### config.mk
export PLATFORM = sky130hd
export DESIGN_NAME = instr_sequencer
export DESIGN_NICKNAME = d
export VERILOG_FILES = /design/src/rtl/instr_sequencer.sv
export SDC_FILE = /design/constraint.sdc
export NUM_CORES = 1
export LEC_CHECK = 0
export CAP_MARGIN = 40
export CORE_AREA = 10 10 129 131
export DETAILED_ROUTE_END_ITERATION = 10
export DIE_AREA = 0 0 139 141
export MAX_ROUTING_LAYER = met4
export PLACE_DENSITY = 0.77
export SETUP_SLACK_MARGIN = 0.15
export SKIP_LAST_GASP = 1
export SLEW_MARGIN = 20
export SYNTH_ARGS = -nofsm -noshare
export SYNTH_HDL_FRONTEND = slang
export SYNTH_SLANG_ARGS = --single-unit
### constraint.sdc
create_clock -name clk -period 2.94 [get_ports clk]
set_input_delay 0.588 -clock clk [delete_from_list [all_inputs] [get_ports clk]]
set_output_delay 0.588 -clock clk [all_outputs]
set_load 0.02 [all_outputs]
### src/rtl/instr_sequencer.sv
// instr_sequencer
//   Multi-cycle instruction sequencer for the register-file ALU datapath.
//   Owns the program counter, fetches from a synchronous instruction memory
//   (data valid the cycle after the address), hands ALU opcodes 0-11 to the
//   datapath over valid/ready and resolves branches/jumps itself using the
//   combinational register-file read ports.
//
//   Build option: define SEQ_JAL_EN to enable jr (21) and jal (22); without
//   it both opcodes take the illegal path and link_we stays low.
//
//   Ports
//     clk, reset        clock, synchronous active-high reset
//     start             begin at START_PC (IDLE/HALTED only)
//     imem_addr/rdata   instruction fetch address / returned word
//     exe_instr/valid   instruction offered to the datapath
//     exe_ready         datapath accepts exe_instr
//     rd_addr_a/b       register read addresses (ir[25:21], ir[20:16])
//     rd_data_a/b       register read data
//     link_we/addr/data jal link write (r31 <= pc+1)
//     pc                program counter
//     busy, halted      status
//     illegal           sticky: an unsupported opcode was skipped
//     retired           saturating count of completed instructions
//
//   state  | meaning
//   IDLE   | out of reset, waiting for start
//   FETCH  | imem_addr = pc presented to memory
//   DECODE | memory word captured into ir
//   EXEC   | execute ir; ALU ops wait here for exe_ready
//   HALTED | halt retired, waiting for start
module instr_sequencer #(
    parameter int              PC_W     = 9,
    parameter logic [PC_W-1:0] START_PC = '0
) (
    input  logic            clk,
    input  logic            reset,
    input  logic            start,
    output logic [PC_W-1:0] imem_addr,
    input  logic [31:0]     imem_rdata,
    output logic [31:0]     exe_instr,
    output logic            exe_valid,
    input  logic            exe_ready,
    output logic [4:0]      rd_addr_a,
    output logic [4:0]      rd_addr_b,
    input  logic [31:0]     rd_data_a,
    input  logic [31:0]     rd_data_b,
    output logic            link_we,
    output logic [4:0]      link_addr,
    output logic [31:0]     link_data,
    output logic [PC_W-1:0] pc,
    output logic            busy,
    output logic            halted,
    output logic            illegal,
    output logic [31:0]     retired
);

    typedef enum logic [2:0] {
        S_IDLE,
        S_FETCH,
        S_DECODE,
        S_EXEC,
        S_HALTED
    } state_t;

    state_t          state, state_n;
    logic [31:0]     ir, ir_n;
    logic [PC_W-1:0] pc_n, pc_inc, br_off, br_target;
    logic            exe_valid_n, illegal_n, retire, br_taken;
    logic [5:0]      opcode;

    assign opcode    = ir[31:26];
    assign rd_addr_a = ir[25:21];
    assign rd_addr_b = ir[20:16];
    assign pc_inc    = pc + PC_W'(1);
    // sign-extend the 16-bit offset first, then truncate to the pc width
    assign br_off    = PC_W'({{16{ir[15]}}, ir[15:0]});
    assign br_target = pc_inc + br_off;

    assign exe_instr = ir;
    assign imem_addr = (state == S_FETCH) ? pc : '0;
    assign busy      = (state == S_FETCH) || (state == S_DECODE) || (state == S_EXEC);
    assign halted    = (state == S_HALTED);
    assign link_addr = 5'd31;

`ifdef SEQ_JAL_EN
    assign link_we   = (state == S_EXEC) && (opcode == 6'd22);
    assign link_data = link_we ? {{(32-PC_W){1'b0}}, pc_inc} : '0;
`else
    assign link_we   = 1'b0;
    assign link_data = '0;
`endif

    always_comb begin
        br_taken = 1'b0;
        case (opcode)
            6'd14:   br_taken = (rd_data_a == rd_data_b);
            6'd15:   br_taken = (rd_data_a != rd_data_b);
            6'd16:   br_taken = ($signed(rd_data_a) >  $signed(rd_data_b));
            6'd17:   br_taken = ($signed(rd_data_a) >= $signed(rd_data_b));
            6'd18:   br_taken = ($signed(rd_data_a) <  $signed(rd_data_b));
            6'd19:   br_taken = ($signed(rd_data_a) <= $signed(rd_data_b));
            default: br_taken = 1'b0;
        endcase
    end

    always_comb begin
        state_n     = state;
        pc_n        = pc;
        ir_n        = ir;
        exe_valid_n = exe_valid;
        illegal_n   = illegal;
        retire      = 1'b0;
        case (state)
            S_IDLE, S_HALTED: begin
                if (start) begin
                    state_n   = S_FETCH;
                    pc_n      = START_PC;
                    illegal_n = 1'b0;
                end
            end
            S_FETCH: state_n = S_DECODE;
            S_DECODE: begin
                ir_n = imem_rdata;
                // registered valid so it is already high in the first EXEC cycle
                exe_valid_n = (imem_rdata[31:26] <= 6'd11);
                state_n     = S_EXEC;
            end
            S_EXEC: begin
                case (opcode) inside
                    [6'd0:6'd11]: begin
                        if (exe_ready) begin
                            exe_valid_n = 1'b0;
                            pc_n        = pc_inc;
                            retire      = 1'b1;
                            state_n     = S_FETCH;
                        end
                    end
                    [6'd14:6'd19]: begin
                        pc_n    = br_taken ? br_target : pc_inc;
                        retire  = 1'b1;
                        state_n = S_FETCH;
                    end
                    6'd20: begin
                        pc_n    = ir[PC_W-1:0];
                        retire  = 1'b1;
                        state_n = S_FETCH;
                    end
`ifdef SEQ_JAL_EN
                    6'd21: begin
                        pc_n    = rd_data_a[PC_W-1:0];
                        retire  = 1'b1;
                        state_n = S_FETCH;
                    end
                    6'd22: begin
                        pc_n    = ir[PC_W-1:0];
                        retire  = 1'b1;
                        state_n = S_FETCH;
                    end
`endif
                    6'd63: begin
                        retire  = 1'b1;
                        state_n = S_HALTED;
                    end
                    default: begin
                        illegal_n = 1'b1;
                        pc_n      = pc_inc;
                        state_n   = S_FETCH;
                    end
                endcase
            end
            default: state_n = S_IDLE;
        endcase
    end

    always_ff @(posedge clk) begin
        if (reset) begin
            state     <= S_IDLE;
            pc        <= START_PC;
            ir        <= '0;
            exe_valid <= 1'b0;
            illegal   <= 1'b0;
            retired   <= '0;
        end else begin
            state     <= state_n;
            pc        <= pc_n;
            ir        <= ir_n;
            exe_valid <= exe_valid_n;
            illegal   <= illegal_n;
            if (retire && (retired != '1))
                retired <= retired + 32'd1;
        end
    end

endmodule

==> results of run 1 <==
worst max-delay path: cells and delay by family:
family	cells	cell delay (ps)
AND/OR/NAND/NOR	5	1500
buffers and inverters	4	510
adder cells (fa/ha/maj)	1	260
AO/OA/AOI/OAI	2	120
cell type report:
type	count	area, um2	share of cell area
tap	184	230	0.0283
timing repair buffer	233	2100	0.258
multi-input combinational	548	3790	0.465
sequential	78	1560	0.192
clock inverter	7	77.6	0.00952
clock buffer	9	225	0.0276
inverter	44	165	0.0203
cell usage in the layout, fill, tap and decap left out, types with 13 or more instances in the layout:
| cell | instances |
|---|---|
| a21oi_1 | 66 |
| and2_1 | 14 |
| buf_4 | 35 |
| clkbuf_2 | 27 |
| clkdlybuf4s50_1 | 136 |
| conb_1 | 38 |
| dfxtp_1 | 78 |
| dlygate4sd2_1 | 17 |
| ha_1 | 17 |
| ha_4 | 25 |
| inv_1 | 19 |
| inv_2 | 25 |
| nand2_1 | 93 |
| nand3_1 | 27 |
| nand4_1 | 16 |
| nor2_1 | 57 |
| nor3_1 | 13 |
| o21ai_0 | 20 |
| xnor2_1 | 14 |
| xor2_1 | 20 |
power groups by stage:
stage	Clock (uW)	Sequential, uW	Combinational (uW)
floorplan	0	1190	393
global placement	0	1160	705
detailed placement	0	1160	715
CTS	1180	1140	755
global route	1230	1150	861
finish	1150	1140	790
state kept, by name, summed over array words and instances (netlist names):
register,flops
pc,9
illegal,1
exe_valid,1
retired,32
exe_instr,32
state,3
metrics by stage:
step                std cells  worst slack (ps)
CTS                      1096               161
floorplan                 745               153
global placement         1075              -487
finish                   1103               207
global route             1103               127
detailed placement       1075              -564
worst min-delay path by stage:
| stage | startpoint | endpoint | slack [ps] | depth (start not counted) |
|---|---|---|---|---|
| after floorplan | exe_instr[10] | exe_instr[10] | 530 | 2 |
| after global placement | exe_instr[15] | exe_instr[15] | 440 | 2 |
| after detailed placement | exe_instr[15] | exe_instr[15] | 450 | 2 |
| after CTS | exe_instr[15] | exe_instr[15] | 450 | 2 |
| after global routing | exe_instr[14] | exe_instr[14] | 490 | 2 |
| final | exe_instr[15] | exe_instr[15] | 450 | 2 |
timing repair:
action                     4_1_cts  5_1_grt
setup endpoints to repair        9        9
cloned                           0        0
buffers inserted                 5        7
gates resized for setup        116       97
pin swaps                       29       35
cell families (layout without fill, tap and decap cells):
| logic type | count (synthesis) | in the layout | synth area share |
|---|---|---|---|
| and+or+nand+nor | 281 | 281 | 0.254 |
| AOI/OAI and AO/OA | 144 | 144 | 0.165 |
| buffers and inverters | 119 | 293 | 0.119 |
| DFF | 78 | 78 | 0.289 |
| adders and majority gates | 43 | 43 | 0.101 |
| xor gates and xnor gates | 37 | 37 | 0.0600 |
| muxes | 5 | 5 | 0.00949 |
| other | 2 | 38 | 0.00139 |
layer usage:
layer	up-vias	wire length [um]
met5	-	0
met4	0	577
met3	34	1300
met2	217	9000
met1	2641	7540
li1	2770	-
==> flow_summary.yaml, run 1 <==
status:
  status: "completed"
clock_network:
  cts-buffers-inserted: 9
  cts_sinks: 78
  htree_num_levels: 3
  hold_buffers: 0
  clock_path_buffers: 2
  path_clk_slew_ps: 60
  root_buffer: "clkbuf_16"
  cts_tree: "built"
  clkLatencyLatePin_ps: 340
timing:
  rsz0062_at_grt: "true"
  tns_ps: 0
  maxClockFrequency_mhz: 366
  slew_viol_final: 0
  period_share: 0.930
  max_slew_margin: 0.526
  fin_crit_ps: 2730
  hold_ws_ps: 454
  hold_viol: 0
  tightestPinTransition_ps: 711
  setup_viol: 0
  clock-skew-final_ps: 7.12
global_route:
  grt_use_met3: 0.0487
  gr-total-overflow: 0
  grt_first_pass_wirelength_um: 28600
  grt_use_met2: 0.300
  grt_use_met1: 0.204
  grt_max_degree: 39
  grt_pass1_vias: 5675
  grt.busiest_layer: "met2"
  antenna_found_initial: 0
  grt_usage: 0.181
routing:
  vias_per_cell: 5.13
  vias: 5662
  antenna_left: 0
  drc: 0
  routed_wirelength_um: 18400
  firstDrtPassIters: 4
  dr.first_iter.drc_count: 228
  wl_per_cell_um: 16.7
setup_path:
  crit_path_top_delay_cell: "or3_4"
  worstPathCellList: "dlygate4sd2_1 -> inv_2 -> ha_4 -> nand4_1 -> nor4_2 -> buf_4 -> buf_6 -> o31ai_2 -> and4b_2 -> or3_4 -> or3_4 -> o211ai_2"
  worstPathMaxFanout: 8
  crit_required_ps: 3210
  slowest_delay_ps: 430
  worstPathArrival_ps: 3000
  endpoint: "pc[1]"
  end_kind: "flop"
  crit_type: "in2reg"
  crit_start: "rd_data_b[25]"
  reg2reg_slack_ps: 320
  cp_common_cell: "or3_4"
  start_kind: "input port"
  r2r-start: "pc[1]"
  r2r-end: "pc[8]"
  ff2ff_path_depth: 10
layout:
  diodes: 0
  area_delta_synth_final_pct: 50.8
  drive_gt1_frac: 0.186
  fillers: 1312
  fin_util: 0.574
  nets: 1057
  finalInstanceArea_um2: 8150
synthesis:
  synth_common_cells: "95 x nand2_1, 78 x dfxtp_1, 71 x a21oi_1, 58 x nor2_1, 48 x buf_4"
  synth.most_common_cell: "nand2_1"
  synth-seq-cells: 78
  yosysWarnings: 0
  syn-instance-count: 709
  synth_cell_types: 62
  ys.flop_type: "dfxtp_1"
  synth.yosys.seq_area_share: 0.289
  yosysTopAreaCellShare: 0.289
  async_reset_ff_frac: 0
  synth_area_leaders: "dfxtp_1 29%, ha_1 9.7%, buf_4 6.7%"
  yosys.area.top_type: "dfxtp_1"
  avgSynthCellArea_um2: 7.62
  synth_edf_count: 0
  syn-cell-area_um2: 5400
die:
  ios: 234
  die_width_um: 139
  initial_core_util: 0.380
  dieArea_um2: 19600
  die_y_um: 141
  num_rows: 44
  core-area_um2: 14200
min_path:
  hold_class: "reg2reg"
pwr:
  p_total_uw: 3080
  intPower_uw: 2130
  power_frac_comb: 0.256
  sw_frac_of_total: 0.309
  powerDensity_nw_per_um2: 378
  p_switching_uw: 953
  seqPwrFrac: 0.370
  power_leakage_uw: 0.00328
  vdd_drop_max_v: 0.000278
  pwr-share-clk: 0.374
place:
  hpwlAfterDp_um: 13700
  place_area_um2: 7450
  numPortBuffers: 195
  gp_congestion: 0.876
job:
  cap_violations: 0
(Power assumes the default switching activity.)
==> run 2, diff against run 1 <==
--- a/config.mk
+++ b/config.mk
@@ -6,9 +6,9 @@
 export NUM_CORES = 1
 export LEC_CHECK = 0
 export CAP_MARGIN = 40
-export CORE_AREA = 10 10 129 131
+export CORE_AREA = 2 2 121 123
 export DETAILED_ROUTE_END_ITERATION = 10
-export DIE_AREA = 0 0 139 141
+export DIE_AREA = 0 0 123 125
 export MAX_ROUTING_LAYER = met4
 export PLACE_DENSITY = 0.77
 export SETUP_SLACK_MARGIN = 0.15
==> run 2 against run 1 <==
Effect of this change:
- worst setup slack better by 49 ps
- utilization grew 0.89 points
- flip-flop and latch count is the same
- register-to-register slack about the same
- global-route usage grew 2.7 points
- count of clock-buffer cells in the layout did not move
- combinational power is essentially flat
- clock skew rose by 0.81 ps
- sequential share of layout area decreased by 0.29 points
- critical path type unchanged
==> flow_summary.yaml, run 2 (synthesis results as in run 1) <==
status:
  status: "completed"
min_path:
  min_to: "exe_instr[15]"
  hold_start: "exe_instr[15]"
  hold_class: "reg2reg"
  whs_path_depth: 2
pwr:
  seqPwrFrac: 0.381
  intPower_uw: 2050
  vdd_drop_max_v: 0.000268
  powerDensity_nw_per_um2: 361
  power_frac_comb: 0.264
  pwr-share-clk: 0.356
  sw_frac_of_total: 0.316
  power_leakage_uw: 0.00346
  p_switching_uw: 945
global_route:
  grt_pass1_vias: 5191
  antenna_found_initial: 1
  gr-total-overflow: 0
  grt_max_degree: 62
  grt_first_pass_wirelength_um: 24800
  grt_usage: 0.209
timing:
  rsz0062_at_grt: "true"
  hold_ws_ps: 453
  setup_ws_ps: 256
  maxClockFrequency_mhz: 373
  tightestPinTransition_ps: 686
  hold_viol: 0
  setup_viol: 0
  clock-skew-final_ps: 7.93
  slew_viol_final: 0
  fin_crit_ps: 2680
  max_slew_margin: 0.543
  period_share: 0.913
place:
  gp_congestion: 0.857
  numPortBuffers: 195
  hpwlAfterDp_um: 11700
  dp_slack_ps: -454
  placedCellCount: 1076
setup_path:
  worstPathCellList: "dlygate4sd2_1 -> inv_2 -> ha_4 -> nand4_1 -> nor4_4 -> buf_4 -> nand3_4 -> xnor2_2 -> o2bb2ai_2 -> or3_4 -> buf_6 -> mux2i_1 -> a211oi_1"
  path_buf_inv: 4
  path_depth: 13
  cp_top_family: "simple AND/OR/NAND/NOR gates"
  start_kind: "input port"
  worstPathArrival_ps: 2950
  r2r-start: "pc[0]"
  crit_required_ps: 3200
  crit_type: "in2reg"
  slowest_delay_ps: 400
  ff2ff_path_depth: 10
  worstPathMaxFanout: 8
  end_kind: "flop"
  r2r-end: "pc[7]"
  reg2reg_slack_ps: 320
  crit_path_top_delay_cell: "or3_4"
routing:
  antenna_left: 0
  dr.first_iter.drc_count: 306
  routed_wirelength_um: 16600
  vias_per_cell: 5.06
  drc: 0
  firstDrtPassIters: 4
  vias: 5560
  wl_per_cell_um: 15.1
layout:
  area_delta_synth_final_pct: 53.1
  layoutNonFillerInstCount: 1099
  mostFrequentLayoutCells: "136 x clkdlybuf4s50_1, 93 x nand2_1, 78 x dfxtp_1"
  nets: 1052
  drive_gt1_frac: 0.154
  final_common_cell: "clkdlybuf4s50_1"
clock_network:
  cts_sinks: 78
  clock_path_buffers: 2
  cts_tree: "built"
  cts-buffers-inserted: 9
  clkLatencyLatePin_ps: 340
  htree_num_levels: 3
  root_buffer: "clkbuf_16"
  path_clk_slew_ps: 70
job:
  cap_violations: 0
die:
  initial_core_util: 0.380
  ios: 234
  dieArea_um2: 15400
  die_y_um: 125
  core-area_um2: 14200
  num_rows: 44
  die_width_um: 123
## run 2: cell count changes in the layout (fill, tap and decap cells not counted), sizes merged, moves of 2 or more
cell | before | now
inv | 48 | 46
clkbuf | 36 | 15
clkinvlp | 0 | 2
dlygate4sd2 | 17 | 13
buf | 43 | 34
dlymetal6s2s | 4 | 32
## run 2: worst max-delay path by stage
| stage | startpoint | end |
|---|---|---|
| 4_1_cts | rd_data_b[15] | pc[2] |
| 5_1_grt | rd_data_b[8] | pc[2] |
| 3_3_place_gp | rd_data_b[7] | pc[8] |
| 6_report | rd_data_b[8] | pc[2] |
| 2_1_floorplan | rd_data_b[15] | pc[1] |
| 3_5_place_dp | rd_data_b[5] | pc[8] |
## run 2: stage by stage
stage	util	TNS [ps]	power, uW	instance area (um2)
2_1_floorplan	-	0	1580	5550
3_3_place_gp	0.526	-3000	1870	7470
3_5_place_dp	0.526	-3490	1880	7470
4_1_cts	0.564	0	2990	8020
5_1_grt	0.583	0	3140	8270
6_report	0.583	0	2990	8270
## run 2: timing repair
| item | in CTS | in global routing |
|---|---|---|
| pin swaps | 27 | 28 |
| hold buffers | 0 | 0 |
| setup endpoints to repair | 9 | 9 |
| buffers inserted | 3 | 3 |
| gates resized for setup | 72 | 81 |
| gates cloned | 0 | 0 |
## run 2: area by class of cell
cell class / count / area, um2
well taps: 184 / 230
inverters: 44 / 165
flip-flops and latches: 78 / 1560
clock buffers: 9 / 225
clock inverters: 7 / 57.6
fillers: 1276 / 5930
diodes: 1 / 2.50
multi-input cells: 548 / 3790
repair buffers: 228 / 2240
## run 2: layer usage
metal  global-route usage  wire [um]  up-vias
met3               0.0456        950       28
li1                     -          -     2764
met2                0.342       8210      183
met4               0.0702        389        0
met1                0.252       7030     2585
met5                    -          0        -
## run 2: power groups by stage
stage / clock (uW) / combinational, uW / sequential (uW)
2_1_floorplan: 0 / 393 / 1190
3_3_place_gp: 0 / 706 / 1160
3_5_place_dp: 0 / 714 / 1160
4_1_cts: 1100 / 752 / 1140
5_1_grt: 1140 / 855 / 1150
6_report: 1060 / 789 / 1140
## run 2: worst min-delay path: stages, from the launching register on
cell and delay, ps:
dfxtp_1 310, nand2_1 50, a21oi_1 50
==> patch, RTL diff (settings of run 2) <==
The option `SEQ_JAL_EN` is turned on by a define.
--- a/src/rtl/instr_sequencer.sv
+++ b/src/rtl/instr_sequencer.sv
@@ -29,4 +29,6 @@
 //   EXEC   | execute ir; ALU ops wait here for exe_ready
 //   HALTED | halt retired, waiting for start
+`define SEQ_JAL_EN
+
 module instr_sequencer #(
     parameter int              PC_W     = 9,
Function: changed (Yosys sat finds a counterexample within 4 cycles, from zero or initial values and one cycle with reset high).
==> patch against run 2 <==
  * Register-to-register slack got worse by 0.03 ns
  * Wire length increased by 10%
  * Synthesized area increased by 2.0%
  * Cell area increased by 4.4%
  * Fmax decreased by 5.7%
  * Sequential cell count unchanged
  * Worst setup slack got worse by 0.16 ns
  * Power increased by 6.5%
  * Critical path type unchanged
  * Largest power group unchanged
  * Highest routed layer unchanged
==> patch: results <==
group,metric,value,unit
logic_synthesis,synth_common_cells,"130 x nand2_1, 78 x dfxtp_1, 74 x a21oi_1",
global_route,grt_pass1_vias,5758,
critical_path,worstRegToRegCells,14,
global_route,grt_max_degree,61,
finish,nFillCells,1208,
logic_synthesis,muxShareOfSynthArea,0.01317,
global_route,grt_pass1_wl,28400,µm
finish,nNetsFinal,1129,
hold_path,worstHoldStart,"exe_instr[12]",
placement,dpl_worst_slack,-0.5283,ns
timing,max_freq,351.4,MHz
global_route,antenna_found_initial,3,
timing,max_slew.worst_pin.slew,0.6602,ns
finish,final_util,0.6082,
routing,avgRoutedWirePerCell,15.51,µm
placement,placed_cells,1154,
critical_path,cp.arrival,3.07,ns
hold_path,hold_end,"exe_instr[12]",
critical_path,cpPeakStageDelay,0.48,ns
logic_synthesis,syn_area_per_cell,7.298,µm²
critical_path,regToRegSetupSlack,0.29,ns
critical_path,critPathMaxFanout,7,
routing,routed_wl,18290,µm
critical_path,cp-startpoint,"rd_data_a[31]",
logic_synthesis,synth_xor_area_frac,0.05881,
logic_synthesis,synthAdderAreaFrac,0.09900,
placement,gp_congestion,0.9455,
routing,drt-pass1-iter-count,5,
placement,dpl_cell_area,0.007903,mm²
placement,numPortBuffers,205,
critical_path,crit_end,"pc[3]",
routing,first_iter_violations,406,
power_and_ir_drop,p_int,2.125,mW
power_and_ir_drop,comb_power_share,0.295,
clocking,h-tree-depth,3,
power_and_ir_drop,p_per_area,368.6,mW/mm²
critical_path,cp_slowest_cell,"or4_1",
logic_synthesis,yosysSeqAreaShare,0.2834,
logic_synthesis,synth.distinct_cells,57,
power_and_ir_drop,p_leak,3.429,nW
placement,hpwlAfterDp,12720,µm
timing,holdWs,0.4554,ns
finish,layout-drive-gt1-share,0.2048,
power_and_ir_drop,ir_drop,0.0004034,V
logic_synthesis,synth_compound_area_frac,0.1628,
global_route,track_usage,0.2391,
run_status,status,"finished, final reports clean",
critical_path,r2r-end,"pc[8]",
[patch: cell types whose count changed after synthesis, sizes merged, moves of 4 or more]
cell | before | now
nor2b | 4 | 9
buf | 53 | 41
o21ai | 22 | 31
a211oi | 4 | 8
nor4 | 5 | 10
a221oi | 0 | 7
nor2 | 58 | 68
clkbuf | 22 | 28
nand3 | 28 | 21
nand2 | 96 | 130
inv | 44 | 56
[patch: what timing repair did]
action                     CTS  global route
hold buffers                 0             0
pin swaps                   47            21
resized for setup          191            55
setup endpoints to repair   19            21
setup buffers                2             3
[patch: final cells by class]
type	instances	area share
timing repair buffer	263	0.2740
clock buffer	9	0.02607
antenna	4	0.001159
sequential	78	0.1811
clock inverter	7	0.007242
multi-input combinational	578	0.4592
inverter	56	0.02462
tap	184	0.02665
[patch: metal layers]
metal	track usage	vias to the layer above	routed length [µm]
met2	0.3997	243	9000
met5	-	-	0
met4	0.07353	0	593
met1	0.2732	2809	7206
met3	0.07117	58	1487
li1	-	2989	-
